[config.mk]
export PLATFORM = sky130hd
export DESIGN_NAME = link_packet_engine
export DESIGN_NICKNAME = d
export VERILOG_FILES = /design/src/rtl/link_pkg.sv /design/src/rtl/link_fifo.sv /design/src/rtl/link_packet_engine.sv
export SDC_FILE = /design/constraint.sdc
export NUM_CORES = 1
export LEC_CHECK = 0
export BUFFER_PORTS_ARGS = -buffer_cell sky130_fd_sc_hd__buf_2
export CORE_MARGIN = 1.5
export CORE_UTILIZATION = 60
export DETAILED_ROUTE_END_ITERATION = 8
export PLACE_DENSITY_LB_ADDON = 0.1
export SETUP_SLACK_MARGIN = 0.1
export SLEW_MARGIN = 20
export SYNTH_ARGS = -nofsm -noshare
export SYNTH_HDL_FRONTEND = slang
export SYNTH_SLANG_ARGS = --single-unit
[constraint.sdc]
create_clock -name clk -period 4.65 [get_ports clk]
set_clock_uncertainty 0.15 [all_clocks]
set_input_delay 0.6975 -clock clk [delete_from_list [all_inputs] [get_ports clk]]
set_output_delay 0.6975 -clock clk [all_outputs]
set_load 0.02 [all_outputs]
[src/rtl/link_pkg.sv]
// link_pkg: shared packet types, FSM states and field positions for the link packet engine.
package link_pkg;
  typedef enum logic [1:0] {MOVE = 2'b00, ACK = 2'b01, SETUP = 2'b10, GAMEOVER = 2'b11} pkt_type_t;
  typedef enum logic [1:0] {T_IDLE, T_SEND, T_WAIT, T_FAIL} link_tx_state_t;
  typedef enum logic [1:0] {R_WAIT, R_REQ, R_HANDLE} link_rx_state_t;
  function automatic int type_lsb(input int pkt_w);
    return pkt_w - 2;
  endfunction
  function automatic int seq_bit(input int pkt_w);
    return pkt_w - 3;
  endfunction
endpackage

[src/rtl/link_fifo.sv]
// link_fifo: synchronous FIFO; push while full is accepted only alongside a pop.
module link_fifo #(
  parameter int WIDTH = 8,
  parameter int DEPTH = 4
) (
  input  logic             clk,
  input  logic             reset_n,
  input  logic             push,
  input  logic [WIDTH-1:0] data,
  input  logic             pop,
  output logic             full,
  output logic             empty,
  output logic [WIDTH-1:0] head
);
  localparam int AW = $clog2(DEPTH);
  logic [WIDTH-1:0] mem [DEPTH];
  logic [AW:0] wr_ptr, rd_ptr;
  logic do_push, do_pop;
  assign empty = wr_ptr == rd_ptr;
  assign full = (wr_ptr[AW] != rd_ptr[AW]) && (wr_ptr[AW-1:0] == rd_ptr[AW-1:0]);
  assign do_pop = pop && !empty;
  assign do_push = push && (!full || do_pop);
  assign head = mem[rd_ptr[AW-1:0]];
  always_ff @(posedge clk or negedge reset_n)
    if (!reset_n) begin
      wr_ptr <= '0;
      rd_ptr <= '0;
    end else begin
      if (do_push) wr_ptr <= wr_ptr + 1'b1;
      if (do_pop) rd_ptr <= rd_ptr + 1'b1;
    end
  always_ff @(posedge clk)
    if (do_push) mem[wr_ptr[AW-1:0]] <= data;
endmodule

[src/rtl/link_packet_engine.sv]
// link_packet_engine: queued, sequenced, ACK/retransmit packet layer over the parity UART.
module link_packet_engine
  import link_pkg::*;
#(
  parameter int PKT_W       = 16,
  parameter int PAYLOAD_W   = PKT_W - 3,
  parameter int TXQ_DEPTH   = 4,
  parameter int ACK_TIMEOUT = 50000,
  parameter int MAX_RETRIES = 3
) (
  input  logic                 clk,
  input  logic                 reset_n,
  input  logic                 tx_req,
  input  logic [1:0]           tx_type,
  input  logic [PAYLOAD_W-1:0] tx_payload,
  output logic                 tx_ready,
  output logic                 rx_valid,
  output logic [1:0]           rx_type,
  output logic [PAYLOAD_W-1:0] rx_payload,
  output logic                 uart_tx_valid,
  output logic [PKT_W-1:0]     uart_tx_data,
  input  logic                 uart_tx_busy,
  input  logic                 uart_rx_pending,
  output logic                 uart_rx_req,
  input  logic [PKT_W-1:0]     uart_rx_data,
  input  logic                 uart_rx_parity_err,
  output logic                 link_fail,
  output logic                 overflow,
  input  logic                 err_clear
);
  localparam int TW = $clog2(ACK_TIMEOUT + 1);
  localparam int RW = $clog2(MAX_RETRIES + 1);
  localparam int SEQ = seq_bit(PKT_W);
  localparam int TL = type_lsb(PKT_W);
  link_tx_state_t tx_state, tx_next;
  link_rx_state_t rx_state, rx_next;
  logic [PAYLOAD_W+1:0] q_head;
  logic q_full, q_empty, q_push, q_pop;
  logic tx_seq, rx_expect_seq, ack_pending, ack_seq;
  logic [TW-1:0] timer;
  logic [RW-1:0] retry_cnt;
  logic can_send, ack_send, tx_send, ack_match, retry, give_up, timeout;
  logic rx_ok, rx_is_ack, ack_seen, rx_ack_req, rx_deliver, rx_seq;
  link_fifo #(.WIDTH(PAYLOAD_W + 2), .DEPTH(TXQ_DEPTH)) u_txq (
    .clk(clk), .reset_n(reset_n), .push(q_push), .data({tx_type, tx_payload}),
    .pop(q_pop), .full(q_full), .empty(q_empty), .head(q_head)
  );
  assign tx_ready = !q_full;
  assign q_push = tx_req && (!q_full || q_pop);
  // A strobe in flight blocks the next cycle so the UART can raise busy.
  assign can_send = !uart_tx_busy && !uart_tx_valid;
  assign ack_send = can_send && ack_pending;
  assign timeout = timer == '0;
  assign rx_seq = uart_rx_data[SEQ];
  assign rx_ok = rx_state == R_HANDLE && !uart_rx_parity_err;
  assign rx_is_ack = uart_rx_data[TL +: 2] == ACK;
  assign ack_seen = rx_ok && rx_is_ack;
  assign rx_ack_req = rx_ok && !rx_is_ack;
  assign rx_deliver = rx_ack_req && rx_seq == rx_expect_seq;
  assign uart_rx_req = rx_state == R_WAIT && uart_rx_pending;
  assign q_pop = ack_match;
  always_ff @(posedge clk or negedge reset_n)
    if (!reset_n) tx_state <= T_IDLE;
    else tx_state <= tx_next;
  always_comb begin
    tx_next = tx_state;
    unique case (tx_state)
      T_IDLE: if (!q_empty) tx_next = T_SEND;
      T_SEND: if (tx_send) tx_next = T_WAIT;
      T_WAIT: tx_next = ack_match ? T_IDLE : retry ? T_SEND : give_up ? T_FAIL : T_WAIT;
      default: tx_next = T_FAIL;
    endcase
    if (err_clear) tx_next = T_IDLE;
  end
  always_comb begin
    tx_send = tx_state == T_SEND && can_send && !ack_pending && !err_clear;
    ack_match = tx_state == T_WAIT && ack_seen && rx_seq == tx_seq;
    retry = tx_state == T_WAIT && !ack_match && timeout && retry_cnt < RW'(MAX_RETRIES);
    give_up = tx_state == T_WAIT && !ack_match && timeout && !retry;
  end
  always_ff @(posedge clk or negedge reset_n)
    if (!reset_n) begin
      tx_seq <= 1'b0;
      timer <= '0;
      retry_cnt <= '0;
      link_fail <= 1'b0;
      overflow <= 1'b0;
      uart_tx_valid <= 1'b0;
      uart_tx_data <= '0;
    end else begin
      if (q_pop) tx_seq <= ~tx_seq;
      timer <= tx_send ? TW'(ACK_TIMEOUT) : timeout ? timer : timer - TW'(1);
      if (tx_state == T_IDLE) retry_cnt <= '0;
      else if (retry) retry_cnt <= retry_cnt + RW'(1);
      link_fail <= !err_clear && (link_fail || give_up);
      overflow <= !err_clear && (overflow || (tx_req && !q_push));
      uart_tx_valid <= ack_send || tx_send;
      if (ack_send) uart_tx_data <= {ACK, ack_seq, {PAYLOAD_W{1'b0}}};
      else if (tx_send) uart_tx_data <= {q_head[PAYLOAD_W +: 2], tx_seq, q_head[PAYLOAD_W-1:0]};
    end
  always_ff @(posedge clk or negedge reset_n)
    if (!reset_n) rx_state <= R_WAIT;
    else rx_state <= rx_next;
  always_comb
    rx_next = rx_state == R_WAIT ? (uart_rx_pending ? R_REQ : R_WAIT) :
              rx_state == R_REQ ? R_HANDLE : R_WAIT;
  // A fresh ACK request keeps ack_pending set even while the previous ACK goes out.
  always_ff @(posedge clk or negedge reset_n)
    if (!reset_n) begin
      ack_pending <= 1'b0;
      ack_seq <= 1'b0;
      rx_expect_seq <= 1'b0;
      rx_valid <= 1'b0;
      rx_type <= '0;
      rx_payload <= '0;
    end else begin
      ack_pending <= rx_ack_req || (ack_pending && !ack_send);
      if (rx_ack_req) ack_seq <= rx_seq;
      rx_valid <= rx_deliver;
      if (rx_deliver) begin
        rx_type <= uart_rx_data[TL +: 2];
        rx_payload <= uart_rx_data[PAYLOAD_W-1:0];
        rx_expect_seq <= ~rx_expect_seq;
      end
    end
endmodule
* Word level (Yosys, flattened, before mapping) *
Memory sizes are Yosys's and may differ from the RTL's.
Index checks and enable logic that the tools add are counted.

storage, ports and cells
  input bits = 38
  memories = 1
  bits in registers = 67
  logic and storage cells = 104
  RAM bits = 60

memory list
  name       words  width  rd ports  clocked after Yosys merged registers in  write ports  RTL line         RTL
  u_txq.mem  4      15     1         0                                        1            link_fifo.sv:16  logic [WIDTH-1:0] mem [DEPTH];

cells by class
  mux-type cells = 18
  add/subtract/negate cells = 4
  eq/ne operators = 13
  magnitude comparators = 1
  reduce and logical (&&, ||, !) cells = 48
  bitwise logic cells = 2

operators by type and width
  cell                     count
  $mux W16                 4
  $logic_and A1 B1 Y1      24
  $mux W2                  9
  $logic_not A16 Y1        1
  $sub A16 B1 Y16 const B  1
  $logic_not A1 Y1         12
  $add A3 B1 Y3 const B    2
  $eq A2 B1 Y1 const B     3
  $logic_or A1 B1 Y1       6
  $ne A3 B3 Y1 const B     2
  $pmux W2 S3              1
  $eq A2 B2 Y1 const B     2
  $logic_not A2 Y1         2
  $mux W1                  4
  $reduce_bool A2 Y1       2
  $eq A3 B3 Y1             1
  $add A2 B1 Y2 const B    1
  $eq A1 B1 Y1             2
  $eq A2 B2 Y1             1
  $lt A2 B2 Y1 const B     1
  $ne A2 B1 Y1 const B     1
  $not A1 Y1               2
  $reduce_and A2 Y1        1
  $ne A1 B1 Y1             1

* Depth between registers and ports, before layout *
  depth in word-level cells = 16
  depth in mapped cells = 8

* Cells and area by module *
Synthesis repeated with hierarchy kept, for this count alone.

unflattened totals
  cells, all modules = 384
  area total of the unflattened synthesis = 5427.7 sq um

modules (own cells, without submodules)
  module              area each (sq um)  seq. area each (sq um)  cells an instance  times used
  link_packet_engine  2795.2             1526.5                  262                1
  link_fifo           2632.5             1951.9                  122                1

* Worst setup path before layout *
Ideal clock, no wire load.

  path type = input to register
  from = input uart_rx_parity_err
  to = memory u_txq.mem[3][0] (netlist name), enable pin
  library setup time = 0.359 ns
  stages = 4
  path slack = 2.170 ns
  arrival = 1.971 ns
  buffers on the path = 0
  cells stage by stage = or3b_2 -> nor4_4 -> o211ai_1 -> inv_1

between the ends
  longest elaborated chain between the ends = 10
  elaborated cells between the ends (all ways) = 12
  classes of those cells = 2 x mux; 10 x reduce/logical

ends and longest elaborated chain
  what                                                       RTL line                                   RTL
  from (decl)                                                link_packet_engine.sv:26                   input logic uart_rx_parity_err,
  $logic_not A1 Y1 *                                         link_packet_engine.sv:55                   assign rx_ok = rx_state == R_HANDLE && !uart_rx_parity_err;
  $logic_and A1 B1 Y1 *                                      link_packet_engine.sv:55
  $logic_and A1 B1 Y1 *                                      link_packet_engine.sv:57                   assign ack_seen = rx_ok && rx_is_ack;
  $logic_and A1 B1 Y1 * (2 in series)                        link_packet_engine.sv:77                   ack_match = tx_state == T_WAIT && ack_seen && rx_seq == tx_seq;
  $logic_or A1 B1 Y1 or $logic_and A1 B1 Y1 (tied branches)  link_packet_engine.sv:49, link_fifo.sv:21
  $logic_and A1 B1 Y1 or $logic_or A1 B1 Y1 (tied branches)  link_packet_engine.sv:49, link_fifo.sv:22
  $logic_and A1 B1 Y1 *                                      link_fifo.sv:22                            assign do_push = push && (!full || do_pop);
  $mux W1 *                                                  link_fifo.sv:33                            if (do_push) mem[wr_ptr[AW-1:0]] <= data;
  $mux W1 (implied by the code) *                            link_fifo.sv:33
  to (decl)                                                  link_fifo.sv:16

Mark *: on every way between the ends. The rest lies on a longest branch, timed or not.

* Final worst setup path *
  from = register u_txq.rd_ptr[1]
  to = output tx_ready

between the ends
  longest elaborated chain between the ends = 3

ends and longest elaborated chain
  what                    RTL line                  RTL
  from (decl)             link_fifo.sv:17           logic [AW:0] wr_ptr, rd_ptr;
  from (signal assigned)  link_fifo.sv:30           if (do_pop) rd_ptr <= rd_ptr + 1'b1;
  $eq A2 B2 Y1            link_fifo.sv:20           assign full = (wr_ptr[AW] != rd_ptr[AW]) && (wr_ptr[AW-1:0] == rd_ptr[AW-1:0]);
  $logic_and A1 B1 Y1     link_fifo.sv:20
  $logic_not A1 Y1        link_packet_engine.sv:48  assign tx_ready = !q_full;
  to (decl)               link_packet_engine.sv:16  output logic tx_ready,

No other way between the ends.

==> results.rst <==
.. list-table::
   :header-rows: 1

   * - Metric
     - Value
   * - Run status
     - complete, no violations
   * - Residual antenna-violating net count after detailed routing
     - 0
   * - Top achievable clock speed
     - 338.2 MHz
   * - Final setup fails
     - 0
   * - Sequential-to-total area share from yosys stat
     - 64.55%
   * - Placeable Area
     - ~0.0087 mm^2
   * - Total inserted antenna cells
     - 0
   * - Total number of vias
     - 3324
   * - Final nets
     - 498
   * - Clk pin slew, worst setup/hold paths
     - around 60 ps
   * - Worst vdd ir
     - 0.3287 mV
   * - Number of clock buffers inserted by TritonCTS
     - 17
   * - Number of max-capacitance violations reported
     - 0
   * - Required time of the critical path
     - ~3800 ps
   * - Die boundary height
     - just under 100 um
   * - Flip-flop and latch count after synthesis
     - around 130
   * - Power density over the cells
     - between 600 and 700 mW/mm^2
   * - DRC violation count after routing
     - 0
   * - Kind of cell with the highest combined delay on the critical path
     - flip-flops
   * - Width of the die
     - between 90 and 100 um
   * - Number of global-route vias before repair
     - ~3400
   * - Total nets after synthesis
     - about 420
   * - Synth Cell Area
     - 0.005389 mm^2
   * - Syn Area/Cell
     - 14.53 um^2
   * - Average wire length per cell after detail routing
     - 17.78 um
   * - RSZ-0062 raised after global routing
     - no
   * - Synth top area share
     - 33.43%
   * - Crit path max fanout
     - 18
   * - Reported leakage power
     - 2.679 nW
   * - Unique masters post-synth
     - around 60
   * - Post-CTS setup buffer count
     - 0
   * - Detailed Route WL
     - 10.19 mm
   * - Sum of negative setup slack
     - 0 ps
   * - Share of post-route cells with drive strength above 1
     - between 30% and 40%
   * - Fraction of registers with async set/reset
     - a little over half
   * - Setup CP Type
     - reg2out
   * - Startpoint class of the critical path
     - flip-flop
   * - Hold buffer count at CTS
     - 0
   * - CTS Root Cell
     - sky130_fd_sc_hd__clkbuf_8
   * - Final-report max-slew violation count
     - 0
   * - Leading cell type in the layout, fill and taps excluded
     - sky130_fd_sc_hd__buf_2
   * - Buffering stage count on the worst path with inverters included
     - 1
   * - Total gr overflow
     - 0
   * - Clock buffer depth
     - 2
   * - Cells taking the most area after synthesis
     - sky130_fd_sc_hd__edfxtp_1 (33%), sky130_fd_sc_hd__dfrtp_1 (31%), sky130_fd_sc_hd__mux4_2 (6.3%), sky130_fd_sc_hd__mux2_2 (3.8%), sky130_fd_sc_hd__nand2_1 (2.4%)
   * - Overall global routing resource usage
     - 23.29%
   * - Worst skew pair latency
     - approximately 520 ps
   * - Post-CTS Resized
     - 0
   * - Number of search-and-repair iterations in the first detailed-routing pass
     - 4
   * - Largest net degree at the start of global routing
     - 37
   * - First-pass GRT wire length
     - about 17 mm
   * - Tightest Hold Check Type
     - in2async
   * - Placement row count
     - 34
   * - Hold violation total from the final report
     - 0
   * - Number of enable flip-flop cells after synthesis
     - 60
   * - Relative slew slack
     - 28.09%
   * - Final setup margin
     - 1693 ps
   * - Post-detail-place hpwl
     - 6.608 mm
   * - Mean number of vias per cell
     - between 5 and 6
   * - Tightest Pin Transition
     - 1075 ps
   * - Max H-tree Level
     - 4
   * - Io pins
     - 75
   * - Final worst-path cycle share
     - about 64%
   * - TritonCTS Sinks
     - 127
   * - Die area
     - 0.009559 mm^2
   * - Drt initial violations
     - 148
   * - Ordered cell list for the critical path
     - xnor2_1, nand3b_1, buf_2
   * - Initial cell density of the core
     - 61.79%
   * - Worst Setup End Kind
     - output port
   * - Number of buffer cells added on primary ports
     - 74
   * - Shortest clock period the worst path allows after layout
     - 2957 ps
   * - Largest area contributor in the synthesized netlist
     - sky130_fd_sc_hd__edfxtp_1
   * - Count of mapped cells out of synthesis
     - between 300 and 400
   * - Slowest-stage cell, CP
     - sky130_fd_sc_hd__dfrtp_1
   * - Reg2Reg Setup Slack
     - 1830 ps
   * - Number of warnings printed during yosys synthesis
     - 0
   * - Post-Place Worst Slack
     - 1734 ps
   * - Most used cells in the layout excluding fill and tap cells
     - sky130_fd_sc_hd__buf_2 (74), sky130_fd_sc_hd__dfrtp_1 (67), sky130_fd_sc_hd__edfxtp_1 (60), sky130_fd_sc_hd__nand2_1 (35), sky130_fd_sc_hd__nand3_1 (22)
   * - Arrival @ worst endpoint
     - 2110 ps
   * - Weighted congestion at the end of routability-driven global placement
     - 0.8039
   * - CTS tree
     - built
   * - Number of antenna violations at the first check in global routing
     - 0
   * - Largest incremental delay on the critical path
     - 890 ps
   * - Most used DFF post-synth
     - sky130_fd_sc_hd__dfrtp_1
   * - Area added between synthesis and finish
     - 18.41%
## synthesized netlist by cell type, drive strengths merged (5+ instances only)
library cell	count
dfrtp	67
edfxtp	60
nand2	36
nand3	22
mux2	18
mux4	15
a21oi	11
xnor2	11
buf	9
inv	9
nor2	9
ha	8
nor3	8
nor4	7
nand2b	6
o21ai	6
or3	6
or4	6
clkbuf	5
nand3b	5
## per-layer routing
layer  vias up  global-route usage, %  share of wire, %
met3        14                  5.440               3.4
li1       1570                      -                 -
met5         -                      0                 0
met1      1674                  30.42                45
met4         0                  9.451               1.6
met2        66                  38.19                50
## power by group
part | leakage, nW | switching, mW | internal (mW)
clock network | 0.273 | 0.546 | 0.683
logic | 1.02 | 0.565 | 0.397
registers | 1.39 | 0.202 | 1.51
total | 2.68 | 1.31 | 2.59
## through the flow
stage          power, mW  hold WS [ps]  std cells  cell area (um^2)  util (%)
6_report           3.901         105.1        573              6381     73.17
5_1_grt            4.103         162.6        573              6381     73.17
4_1_cts            3.935         122.4        573              6381     73.17
3_5_place_dp       2.697         316.5        541              5824     66.79
3_3_place_gp       2.654         325.1        541              5824     66.79
2_1_floorplan      2.372         251.9        371              5389         -
## logic make-up (layout without fill, tap and decap cells)
kind of cell	Yosys count	after routing	share of synthesized area (%)
AO/OA/AOI/OAI	39	39	5.247
adder cells (fa/ha/maj)	8	8	1.858
buffers and inverters	23	117	2.206
XOR/XNOR	13	13	2.113
flip-flops	127	127	64.55
AND/OR/NAND/NOR	127	127	13.82
multiplexers	34	34	10.22
## state kept, by name, summed over array words and instances, names as in the netlist, 2 cells and up
name and count:
u_txq.mem 60, retry_cnt 2, timer 16, u_txq.wr_ptr 3, rx_payload 13, rx_type 2
u_txq.rd_ptr 3, tx_state 2, uart_tx_data 16, rx_state 2
## layout make-up
type / instances / area [um^2]
Clock buffer: 17 / 414.1
Clock inverter: 15 / 142.6
Fill cell: 561 / 2340
Inverter: 9 / 33.78
Multi-Input combinational cell: 221 / 1792
Sequential cell: 127 / 3478
Tap cell: 108 / 135.1
Timing Repair Buffer: 76 / 385.4
## path summary, 6_finish.rpt
check | start | to | cells after the start
setup / recovery | u_txq.rd_ptr[1] | tx_ready | 3
hold / removal | reset_n | rx_expect_seq | 1
setup reg to reg | u_txq.rd_ptr[1] | u_txq.mem[2][12] | 4
hold reg to reg | rx_state[1] | rx_state[1] | 1
max in group asynchronous | reset_n | uart_tx_data[8] | 2
min in group clk | tx_payload[9] | u_txq.mem[2][9] | 1
Note: power is estimated with default switching activity, not from simulation.
